**src/rtl/inert_seq.sv**
```systemverilog
// inert_seq: SPI read sequencer for the inertial sensor.
// After reset it waits PWR_WAIT cycles, writes four configuration registers,
// then on each data-ready interrupt reads eight bytes and publishes roll rate,
// yaw rate, AY and AZ together with a one-cycle vld pulse.
//
// Ports:
//   clk        system clock, rising edge
//   rst        synchronous active-high reset
//   INT        sensor data-ready (asynchronous, double-flopped here)
//   spi_done   one-cycle pulse from the SPI master at end of a transaction
//   spi_rd     SPI receive word, only [7:0] used, valid with spi_done
//   spi_wrt    one-cycle pulse starting an SPI transaction
//   spi_cmd    command word for the SPI master, held until the next issue
//   init_done  sticky flag, configuration complete
//   vld        one-cycle pulse, new sample set on the four words below
//   roll_rt, yaw_rt, AY, AZ   signed sample words {high, low}
//
// state      | meaning
// -----------+---------------------------------------------------------
// S_PWR      | power-up delay, counter runs up to PWR_WAIT and holds
// S_CFG_ISSUE| launch config write cfg[idx]
// S_CFG_BUSY | wait for spi_done of the config write
// S_IDLE     | configured, wait for synchronized INT
// S_RD_ISSUE | launch read rd[idx]
// S_RD_BUSY  | wait for spi_done, capture byte idx
// S_PUBLISH  | vld cycle, new words are visible

module inert_seq #(
   parameter logic [15:0] PWR_WAIT = 16'hFFFF
) (
   input  logic        clk,
   input  logic        rst,
   input  logic        INT,
   input  logic        spi_done,
   input  logic [15:0] spi_rd,
   output logic        spi_wrt,
   output logic [15:0] spi_cmd,
   output logic        init_done,
   output logic        vld,
   output logic [15:0] roll_rt,
   output logic [15:0] yaw_rt,
   output logic [15:0] AY,
   output logic [15:0] AZ
);

   typedef enum logic [2:0] {
      S_PWR,
      S_CFG_ISSUE,
      S_CFG_BUSY,
      S_IDLE,
      S_RD_ISSUE,
      S_RD_BUSY,
      S_PUBLISH
   } state_t;

   state_t      state_q;
   logic [15:0] pwr_cnt_q;
   logic [2:0]  idx_q;
   logic [7:0]  hold_q [8];
   logic        int_meta_q;
   logic        int_sync_q;
   logic        spi_wrt_q;
   logic [15:0] spi_cmd_q;
   logic        init_done_q;
   logic        vld_q;
   logic [15:0] roll_q;
   logic [15:0] yaw_q;
   logic [15:0] ay_q;
   logic [15:0] az_q;

   logic [15:0] cfg_cmd_d;
   logic [15:0] rd_cmd_d;

   // The upper receive byte carries nothing for this sensor.
   logic unused_rd_hi;
   assign unused_rd_hi = ^spi_rd[15:8];

   always_comb begin
      cfg_cmd_d = 16'h0D02;
      case (idx_q[1:0])
         2'd0:    cfg_cmd_d = 16'h0D02;
         2'd1:    cfg_cmd_d = 16'h1053;
         2'd2:    cfg_cmd_d = 16'h1150;
         default: cfg_cmd_d = 16'h1460;
      endcase
   end

   always_comb begin
      rd_cmd_d = 16'hA400;
      case (idx_q)
         3'd0:    rd_cmd_d = 16'hA400;
         3'd1:    rd_cmd_d = 16'hA500;
         3'd2:    rd_cmd_d = 16'hA600;
         3'd3:    rd_cmd_d = 16'hA700;
         3'd4:    rd_cmd_d = 16'hAA00;
         3'd5:    rd_cmd_d = 16'hAB00;
         3'd6:    rd_cmd_d = 16'hAC00;
         default: rd_cmd_d = 16'hAD00;
      endcase
   end

   always_ff @(posedge clk) begin
      if (rst) begin
         int_meta_q <= 1'b0;
         int_sync_q <= 1'b0;
      end else begin
         int_meta_q <= INT;
         int_sync_q <= int_meta_q;
      end
   end

   always_ff @(posedge clk) begin
      if (rst) begin
         state_q     <= S_PWR;
         pwr_cnt_q   <= '0;
         idx_q       <= '0;
         for (int i = 0; i < 8; i++) hold_q[i] <= '0;
         spi_wrt_q   <= 1'b0;
         spi_cmd_q   <= '0;
         init_done_q <= 1'b0;
         vld_q       <= 1'b0;
         roll_q      <= '0;
         yaw_q       <= '0;
         ay_q        <= '0;
         az_q        <= '0;
      end else begin
         spi_wrt_q <= 1'b0;
         vld_q     <= 1'b0;
         case (state_q)
            S_PWR: begin
               // Counter parks at PWR_WAIT; only a reset clears it.
               if (pwr_cnt_q == PWR_WAIT) begin
                  idx_q   <= '0;
                  state_q <= S_CFG_ISSUE;
               end else begin
                  pwr_cnt_q <= pwr_cnt_q + 16'd1;
               end
            end
            S_CFG_ISSUE: begin
               spi_cmd_q <= cfg_cmd_d;
               spi_wrt_q <= 1'b1;
               state_q   <= S_CFG_BUSY;
            end
            S_CFG_BUSY: begin
               if (spi_done) begin
                  if (idx_q == 3'd3) begin
                     init_done_q <= 1'b1;
                     state_q     <= S_IDLE;
                  end else begin
                     idx_q   <= idx_q + 3'd1;
                     state_q <= S_CFG_ISSUE;
                  end
               end
            end
            S_IDLE: begin
               if (int_sync_q) begin
                  idx_q   <= '0;
                  state_q <= S_RD_ISSUE;
               end
            end
            S_RD_ISSUE: begin
               spi_cmd_q <= rd_cmd_d;
               spi_wrt_q <= 1'b1;
               state_q   <= S_RD_BUSY;
            end
            S_RD_BUSY: begin
               if (spi_done) begin
                  hold_q[idx_q] <= spi_rd[7:0];
                  if (idx_q == 3'd7) begin
                     // Words load on entry to PUBLISH so they appear together
                     // with vld, one cycle after the last byte arrives; the
                     // final high byte comes straight from the receive word.
                     roll_q  <= {hold_q[1], hold_q[0]};
                     yaw_q   <= {hold_q[3], hold_q[2]};
                     ay_q    <= {hold_q[5], hold_q[4]};
                     az_q    <= {spi_rd[7:0], hold_q[6]};
                     vld_q   <= 1'b1;
                     state_q <= S_PUBLISH;
                  end else begin
                     idx_q   <= idx_q + 3'd1;
                     state_q <= S_RD_ISSUE;
                  end
               end
            end
            S_PUBLISH: begin
               state_q <= S_IDLE;
            end
            default: begin
               state_q <= S_PWR;
            end
         endcase
      end
   end

   assign spi_wrt   = spi_wrt_q;
   assign spi_cmd   = spi_cmd_q;
   assign init_done = init_done_q;
   assign vld       = vld_q;
   assign roll_rt   = roll_q;
   assign yaw_rt    = yaw_q;
   assign AY        = ay_q;
   assign AZ        = az_q;

endmodule

```
**config.mk**
```make
export PLATFORM = sky130hd
export DESIGN_NAME = inert_seq
export DESIGN_NICKNAME = d
export VERILOG_FILES = /design/src/rtl/inert_seq.sv
export SDC_FILE = /design/constraint.sdc
export NUM_CORES = 1
export LEC_CHECK = 0
export ABC_AREA = 1
export ABC_CLOCK_PERIOD_IN_PS = 3550
export BUFFER_PORTS_ARGS = -buffer_cell sky130_fd_sc_hd__buf_2
export CORE_UTILIZATION = 35
export CTS_CLUSTER_SIZE = 14
export DETAILED_ROUTE_END_ITERATION = 8
export GPL_ROUTABILITY_DRIVEN = 0
export GPL_TIMING_DRIVEN = 0
export PLACE_DENSITY = 0.61
export SYNTH_ARGS = -nofsm -noshare
export SYNTH_HDL_FRONTEND = slang
export SYNTH_SLANG_ARGS = --single-unit
```
**constraint.sdc**
```tcl
create_clock -name clk -period 3.55 [get_ports clk]
set_input_delay 0.8875 -clock clk [delete_from_list [all_inputs] [get_ports clk]]
set_output_delay 0.8875 -clock clk [all_outputs]
set_load 0.02 [all_outputs]
```
==> metrics.md, run 1 <==
| Metric | Value |
|---|---|
| Arrival time at the worst endpoint | `2530 ps` |
| Number of global-route vias before repair | `4439` |
| Mapped Area | `6280 um2` |
| Worst-margin pin slew | `583 ps` |
| Max VDD drop | `0.376 mV` |
| Largest net degree at the start of global routing | `17` |
| Synth Register Bits | `157` |
| RSZ-0062 raised after global routing | `no` |
| Pwr/cell area | `590 nW/um2` |
| Crit path max fanout | `10` |
| Leak pwr | `3.23 nW` |
| CP most frequent cell | `clkbuf_1` |
| Antenna cells | `0` |
| Std cell rows | `48` |
| ANT nets after route | `0` |
| Final Max Tran Viols | `0` |
| Routed WL | `14600 um` |
| Fillers | `1735` |
| Dominant combinational cell family by area after synthesis | `simple AND/OR/NAND/NOR gates` |
| Worst stage delay on the critical path | `510 ps` |
| Root cell of the clock tree | `clkbuf_16` |
| Hold buffers post-CTS | `0` |
| Fmax | `409 MHz` |
| Gr ovfl total | `0` |
| Final period util | `0.688` |
| Sequential cell area fraction in the yosys report | `0.590` |
| Multi-input logic area | `2220 um2` |
| Global-route wire length before repair | `23200 um` |
| Ys Warns | `0` |
| TritonCTS clock tree | `built` |
| Clock Sinks | `157` |
| Min Tclk post-route | `2440 ps` |
| Post-route DRC | `0` |
| Multiplexer share of the synthesized area | `0` |
| Post-CTS sizing | `0` |
| TritonCTS buffer count | `17` |
| Final net count | `858` |
| Final setup margin | `1110 ps` |
| Synth unique cells | `29` |
| DR WL/cell | `13.6 um` |
| Finish-stage setup viols | `0` |
| Post-CTS Setup Bufs | `0` |
| Final hold viol count | `0` |
| Initial antenna violation count | `0` |
| # H-tree levels | `4` |
| Adder-Cell Fraction of Synth Area | `0.0159` |
| Die height | `136 um` |
| Simple-gate share of the synthesized area | `0.231` |
| Status | `finished, final reports clean` |
| Post-Route Skew | `10.2 ps` |
| Startpoint class of the critical path | `input port` |
| Total GRT Usage | `0.166` |
| Synth Area in Compound Gates | `0.0919` |
| Core Region | `17400 um2` |
| Via count | `4931` |
| Starting Density | `0.361` |
| Post-Synth XOR/XNOR Area | `0.0126` |
| Die area | `18500 um2` |
| Drt initial violations | `260` |
| Worst-path clk slew | `60 ps` |
| Synth-to-Final Area Change | `20.4%` |
| Post-place setup slack | `608 ps` |
| I/O pin count | `103` |
| Reg area | `3700 um2` |
| Hold crit path type | `register to register` |
| Crit path max-delay cell type | `clkbuf_1` |
| Post-synthesis cell count | `718` |
| Setup TNS | `0 ps` |
| DP Wirelength | `10200 um` |
| CP Capture Type | `register` |
| Relative slew slack | `0.611` |
| Max_cap viols | `0` |
| Post-DR vias/cell | `4.62` |
| Worst-Skew Late Latency | `420 ps` |
| CP Cell Sequence | `buf_2 -> inv_1 -> clkbuf_1 -> clkbuf_1 -> nand2_1` |
| Crit Path Class | `input port to register` |
| Layout cell share with drive strength beyond 1 | `0.196` |
| Longest Clk Path Bufs | `2` |
| IO Port Bufs | `90` |
| Avg Inst Size Synth | `8.75 um2` |
| Critical path data required time | `3640 ps` |
| Pre-antenna DRT Iters | `5` |
| Die Width | `136 um` |
-- cells in the final DEF (no fill, tap or decap), drive strengths merged --
cell / instances
xnor2: 6
nand3b: 2
or2: 1
ha: 8
nor3: 5
a21oi: 33
nor2: 215
o21ai: 77
nand2: 104
o21a: 1
conb: 4
o211ai: 1
buf: 111
nand4: 5
clkbuf: 31
inv: 49
clkinv: 4
clkinvlp: 4
nand3: 22
xor2: 3
dfxtp: 101
edfxtp: 56
-- metal layers --
| metal | routed length, um | track usage | share of wire | vias up |
|---|---|---|---|---|
| met1 | 7290 | 0.227 | 0.50 | 2257 |
| met3 | 656 | 0.0522 | 0.045 | 12 |
| met2 | 6470 | 0.251 | 0.44 | 119 |
| li1 | - | - | - | 2543 |
| met5 | 0 | 0 | 0 | - |
| met4 | 129 | 0.0451 | 0.0089 | 0 |
-- cell type report --
cell class,count,share of cell area
clock buffer,17,0.0563
multi-input combinational,487,0.294
timing repair buffer,90,0.0596
sequential,157,0.490
clock inverter,15,0.0147
tap,225,0.0372
inverter,42,0.0209
buffer,35,0.0273
-- registers in the layout, indices dropped and copies added (netlist names) --
| name | cells |
|---|---|
| AY | 16 |
| AZ | 16 |
| hold_q | 56 |
| idx_q | 3 |
| init_done | 1 |
| int_meta_q | 1 |
| int_sync_q | 1 |
| pwr_cnt_q | 16 |
| roll_rt | 16 |
| spi_cmd | 10 |
| spi_wrt | 1 |
| state_q | 3 |
| vld | 1 |
| yaw_rt | 16 |
-- power by group --
group          switching (mW)  leakage, nW  internal [mW]
sequential             0.0608         1.39           1.95
clock                   0.769        0.258          0.903
combinational           0.533         1.58          0.245
total                    1.36         3.23           3.10
-- Yosys cell counts --
cell type | n | area [um2]
a21oi_1 | 33 | 165
buf_2 | 9 | 45.0
buf_4 | 7 | 52.6
buf_6 | 5 | 56.3
clkbuf_1 | 14 | 52.6
conb_1 | 1 | 3.75
dfxtp_1 | 101 | 2020
edfxtp_1 | 56 | 1680
ha_1 | 8 | 100
inv_1 | 37 | 139
inv_2 | 5 | 18.8
nand2_1 | 99 | 372
nand2_2 | 5 | 31.3
nand3_1 | 17 | 85.1
nand3_2 | 5 | 50.1
nand3b_1 | 2 | 15.0
nand4_1 | 5 | 31.3
nor2_1 | 209 | 785
nor2_2 | 3 | 18.8
nor2_4 | 3 | 33.8
nor3_1 | 5 | 25.0
o211ai_1 | 1 | 7.51
o21a_1 | 1 | 7.51
o21ai_0 | 64 | 320
o21ai_1 | 12 | 60.1
o21ai_4 | 1 | 16.3
or2_2 | 1 | 6.26
xnor2_1 | 6 | 52.6
xor2_1 | 3 | 26.3
-- cells by family (layout without fill, tap and decap cells) --
logic type	Yosys count	count (layout)
fa+ha+maj	8	8
flops	157	157
simple gates	354	354
compound gates	112	112
buf+inv	77	199
xor+xnor	9	9
other cells	1	4
-- worst max-delay path, delay by kind of cell --
family | cells | cell delay (ps)
buffers and inverters | 4 | 1260
AND/OR/NAND/NOR | 1 | 380
-- stage by stage --
| stage | util | hold WS (ps) | power [mW] | area, um2 | cells |
|---|---|---|---|---|---|
| after floorplan | - | 388 | 2.61 | 6290 | 721 |
| after global placement | 0.403 | 394 | 2.82 | 7020 | 1036 |
| after detailed placement | 0.403 | 392 | 2.83 | 7020 | 1036 |
| after CTS | 0.434 | 401 | 4.49 | 7560 | 1068 |
| after global routing | 0.434 | 412 | 4.68 | 7560 | 1068 |
| final | 0.434 | 401 | 4.46 | 7560 | 1068 |
-- final timing paths --
check,to,slack (ps),depth (start not counted),start
min reg2reg,int_sync_q$_SDFF_PP0_,400,2,int_meta_q$_SDFF_PP0_
max,hold_q[3][0]$_SDFFCE_PN0P_,1110,5,rst
max reg2reg,hold_q[6][2]$_SDFFCE_PN0P_,1540,7,state_q[1]$_SDFFE_PP0P_
min,int_sync_q$_SDFF_PP0_,400,2,int_meta_q$_SDFF_PP0_
Note: power is estimated with default switching activity, not from simulation.
==> run 2: changes to the inputs <==
- ABC_AREA: 1 -> 0
- ABC_CLOCK_PERIOD_IN_PS: 3550 -> 2400
- clock period: 3.55 -> 2.4 ns (I/O delays scaled with it)
==> run 2 against run 1 <==
Setup slack got worse by 950 ps. Sequential share of layout area down 0.55 points. Die area barely moved. Clock skew shrank 1.9 ps. Critical path depth is the same. Core utilization grew 0.49 points. Final cell count is 7.0% lower.
==> metrics.md, run 2 <==
| Metric | Value |
|---|---|
| Synth Area in Compound Gates | `0.103 (+0.0109)` |
| GRT met1 Usage | `0.212 (-0.0145)` |
| Simple-gate share of the synthesized area | `0.238 (+0.00633)` |
| Synth unique cells | `47 (+62%)` |
| Max_cap viols | `0 (unchanged)` |
| Crit path max fanout | `10 (unchanged)` |
| Worst-margin pin slew | `852 ps (+269 ps)` |
| Commonest non-fill, non-tap cell in the layout | `nand2_1` |
| Worst-path clk slew | `60 ps (about the same)` |
| Worst-Skew Late Latency | `420 ps (about the same)` |
| Met2 Resource Use GR | `0.280 (+0.0286)` |
| FFs w/ async S/R, synth | `0 (unchanged)` |
| Final Max Tran Viols | `0 (unchanged)` |
| Max reg flops | `56 (unchanged)` |
| Relative slew slack | `0.431 (-0.180)` |
| Final period util | `0.933` |
| Root cell of the clock tree | `clkbuf_16` |
| Number of global-route vias before repair | `4493 (+1.2%)` |
| Global-route wire length before repair | `23600 um (+1.9%)` |
| Drt initial violations | `307 (+18%)` |
| Fmax | `446 MHz` |
| Synth-to-Final Area Change | `21.7%` |
| Clock Sinks | `157 (unchanged)` |
| Startpoint class of the critical path | `register` |
| Critical path data required time | `2510 ps (-1130 ps)` |
| Tot Pwr | `5.67 mW (+27%)` |
| Post-synth EDFFs | `56 (unchanged)` |
| FF-to-FF path depth | `5 (-2)` |
| CP most frequent cell | `buf_2` |
| Fillers | `1717 (-1.0%)` |
| Arrival time at the worst endpoint | `2350 ps (-180 ps)` |
| Largest Register | `hold_q` |
| Routed WL | `15100 um (+3.6%)` |
| CP Cell Sequence | `buf_2 -> buf_2 -> nand4_1 -> nor3_2 -> or2_2` |
| I/O pin count | `103 (unchanged)` |
| Max VDD drop | `0.492 mV (+31%)` |
| Final net count | `783 (-8.7%)` |
| Most frequent cells after synthesis | `143 x nand2_1, 101 x dfxtp_1, 83 x a21oi_1` |
| Status | `finished, final reports clean` |
| Total GRT Usage | `0.169 (+0.00266)` |
| Antenna cells | `0 (unchanged)` |
| Post-synthesis cell count | `644 (-10%)` |
| Die area | `18500 um2 (about the same)` |
| # H-tree levels | `4 (unchanged)` |
| Longest Clk Path Bufs | `2 (unchanged)` |
| Largest net degree at the start of global routing | `17 (unchanged)` |
| Pwr/cell area | `742 nW/um2 (+26%)` |
| Post-Synth XOR/XNOR Area | `0 (-0.0126)` |
| Synth Register Bits | `157 (unchanged)` |
| Leak pwr | `2.98 nW (-7.9%)` |
| Primary FF master, synth | `dfxtp_1` |
| Hold crit path type | `input port to register` |
| Initial antenna violation count | `0 (unchanged)` |
| CP Capture Type | `register` |
| Adder-Cell Fraction of Synth Area | `0.0159 (about the same)` |
| RSZ-0062 raised after global routing | `yes` |
| Post-Route Skew | `8.22 ps (-1.94 ps)` |
| IO Port Bufs | `89 (-1.1%)` |
| Multiplexer share of the synthesized area | `0.0169 (+0.0169)` |
| Std cell rows | `48 (unchanged)` |
| R2r endpoint | `hold_q[0][2]$_SDFFCE_PN0P_` |
| Die Width | `136 um (about the same)` |
| Post-DR vias/cell | `4.84 (+4.9%)` |
| DP Wirelength | `10400 um (+1.9%)` |
| ANT nets after route | `0 (unchanged)` |
| Starting Density | `0.361 (about the same)` |
| Crit Path Class | `register to register` |
| TritonCTS clock tree | `built` |
| Via count | `4808 (-2.5%)` |
| Sequential cell area fraction in the yosys report | `0.590 (about the same)` |
| Critical path endpoint | `hold_q[0][2]$_SDFFCE_PN0P_` |
| Worst r2r src | `state_q[2]$_SDFFE_PP0P_` |
| Worst stage delay on the critical path | `500 ps (about the same)` |
| Worst Setup SP | `state_q[2]$_SDFFE_PP0P_` |
| Top cell type by total area after synthesis | `dfxtp_1` |
| Dominant combinational cell family by area after synthesis | `simple AND/OR/NAND/NOR gates` |
| Met3 Usage GRT | `0.0425 (-0.00969)` |
| Die height | `136 um (about the same)` |
| Mapped Area | `6280 um2 (about the same)` |
| Commonest cells after routing, fill and taps aside | `143 x nand2_1, 101 x dfxtp_1, 98 x buf_2` |
| Top cells by area, synth | `dfxtp_1 32%, edfxtp_1 27%, nand2_1 8.5%` |
| Busiest grt layer | `met2` |
| Final Cell Area | `7640 um2 (+1.1%)` |
| Cell with the most instances after synthesis | `nand2_1` |
| DR WL/cell | `15.2 um (+11%)` |
| Layout cell share with drive strength beyond 1 | `0.211 (+0.0152)` |
| Crit path max-delay cell type | `nor3_2` |
| Dpl cell area | `7020 um2 (about the same)` |
| Post-route DRC | `0 (unchanged)` |
| R2R setup slack | `160 ps (-1380 ps)` |
| Final hold viol count | `0 (unchanged)` |
| Gr ovfl total | `0 (unchanged)` |
| Pre-antenna DRT Iters | `4 (-1)` |
| Avg Inst Size Synth | `9.75 um2 (+12%)` |
| Hold path startpoint | `INT` |
| Core Region | `17400 um2 (unchanged)` |
| Share of the synthesized area in the top cell type | `0.322 (about the same)` |
| TritonCTS buffer count | `17 (unchanged)` |
| Min Tclk post-route | `2240 ps` |
| Ys Warns | `0 (unchanged)` |
| Finish-stage setup viols | `0 (unchanged)` |
| Hold buffers post-CTS | `0 (unchanged)` |
==> run 2: changes by cell type in the layout (fill, tap and decap cells not counted), sizes merged, moves of 6 or more <==
cell    previous run  this run
nand2            104       143
and2               0        56
nor3               5        12
or4                0         7
a21oi             33        83
nor4               0         6
xnor2              6         0
o21ai             77        10
nor2             215        27
clkbuf            31        43
o31ai              0         8
nor2b              0        10
nand3             22         8
inv               49        11
==> run 2: cells by family after synthesis <==
family	after synthesis
compound gates	116
buf+inv	52
mux	10
fa+ha+maj	8
flops	157
simple gates	300
other cells	1
==> run 2: power by group <==
group	total (mW)	switching [mW]	internal (mW)	leakage [nW]
registers	2.80	0.0147	2.79	1.39
clock network	2.75	1.10	1.64	0.289
logic	0.121	0.0933	0.0276	1.30
==> run 2: worst min-delay path by stage <==
stage,to,slack [ps],depth (start not counted)
after global routing,int_meta_q$_SDFF_PP0_,400,2
after CTS,int_meta_q$_SDFF_PP0_,390,2
after detailed placement,int_sync_q$_SDFF_PP0_,440,1
after global placement,int_sync_q$_SDFF_PP0_,430,1
after floorplan,int_sync_q$_SDFF_PP0_,410,1
final,int_meta_q$_SDFF_PP0_,400,2
==> run 2: worst max-delay path, delay by kind of cell (launching register included) <==
| kind | cells | cell delay (ps) |
|---|---|---|
| buffers and inverters | 2 | 440 |
| DFF | 1 | 330 |
| and+or+nand+nor | 3 | 1160 |
==> run 2: repair_timing <==
item                                   4_1_cts  5_1_grt
gates resized for setup                      2       14
buffers inserted                             0        0
setup endpoints to repair                   40       96
endpoints found under the hold margin        0        0
==> run 2: routing by layer <==
metal	part of all wire	wire [um]
met1	0.45	6770
met2	0.49	7380
met3	0.049	731
met4	0.012	185
met5	0	0
==> run 2: per-stage QoR <==
step / utilization / setup WS, ps / std cells / hold WS (ps) / setup TNS (ps)
after floorplan: - / 169 / 647 / 414 / 0
final: 0.439 / 160 / 993 / 401 / 0
after global routing: 0.439 / -30.7 / 993 / 396 / -309
after CTS: 0.438 / -74.8 / 993 / 391 / -1550
after global placement: 0.403 / -459 / 961 / 427 / -16860
after detailed placement: 0.403 / -484 / 961 / 443 / -18000
==> run 2: final cells by class <==
type                       count  area, um2  share of cell area
clock inverter                13        166              0.0218
clock buffer                  19        433              0.0566
inverter                       9       33.8             0.00442
timing repair buffer          89        445              0.0583
multi-input combinational    438       2380               0.311
sequential                   157       3700               0.484
buffer                        43        204              0.0267
tap                          225        282              0.0368
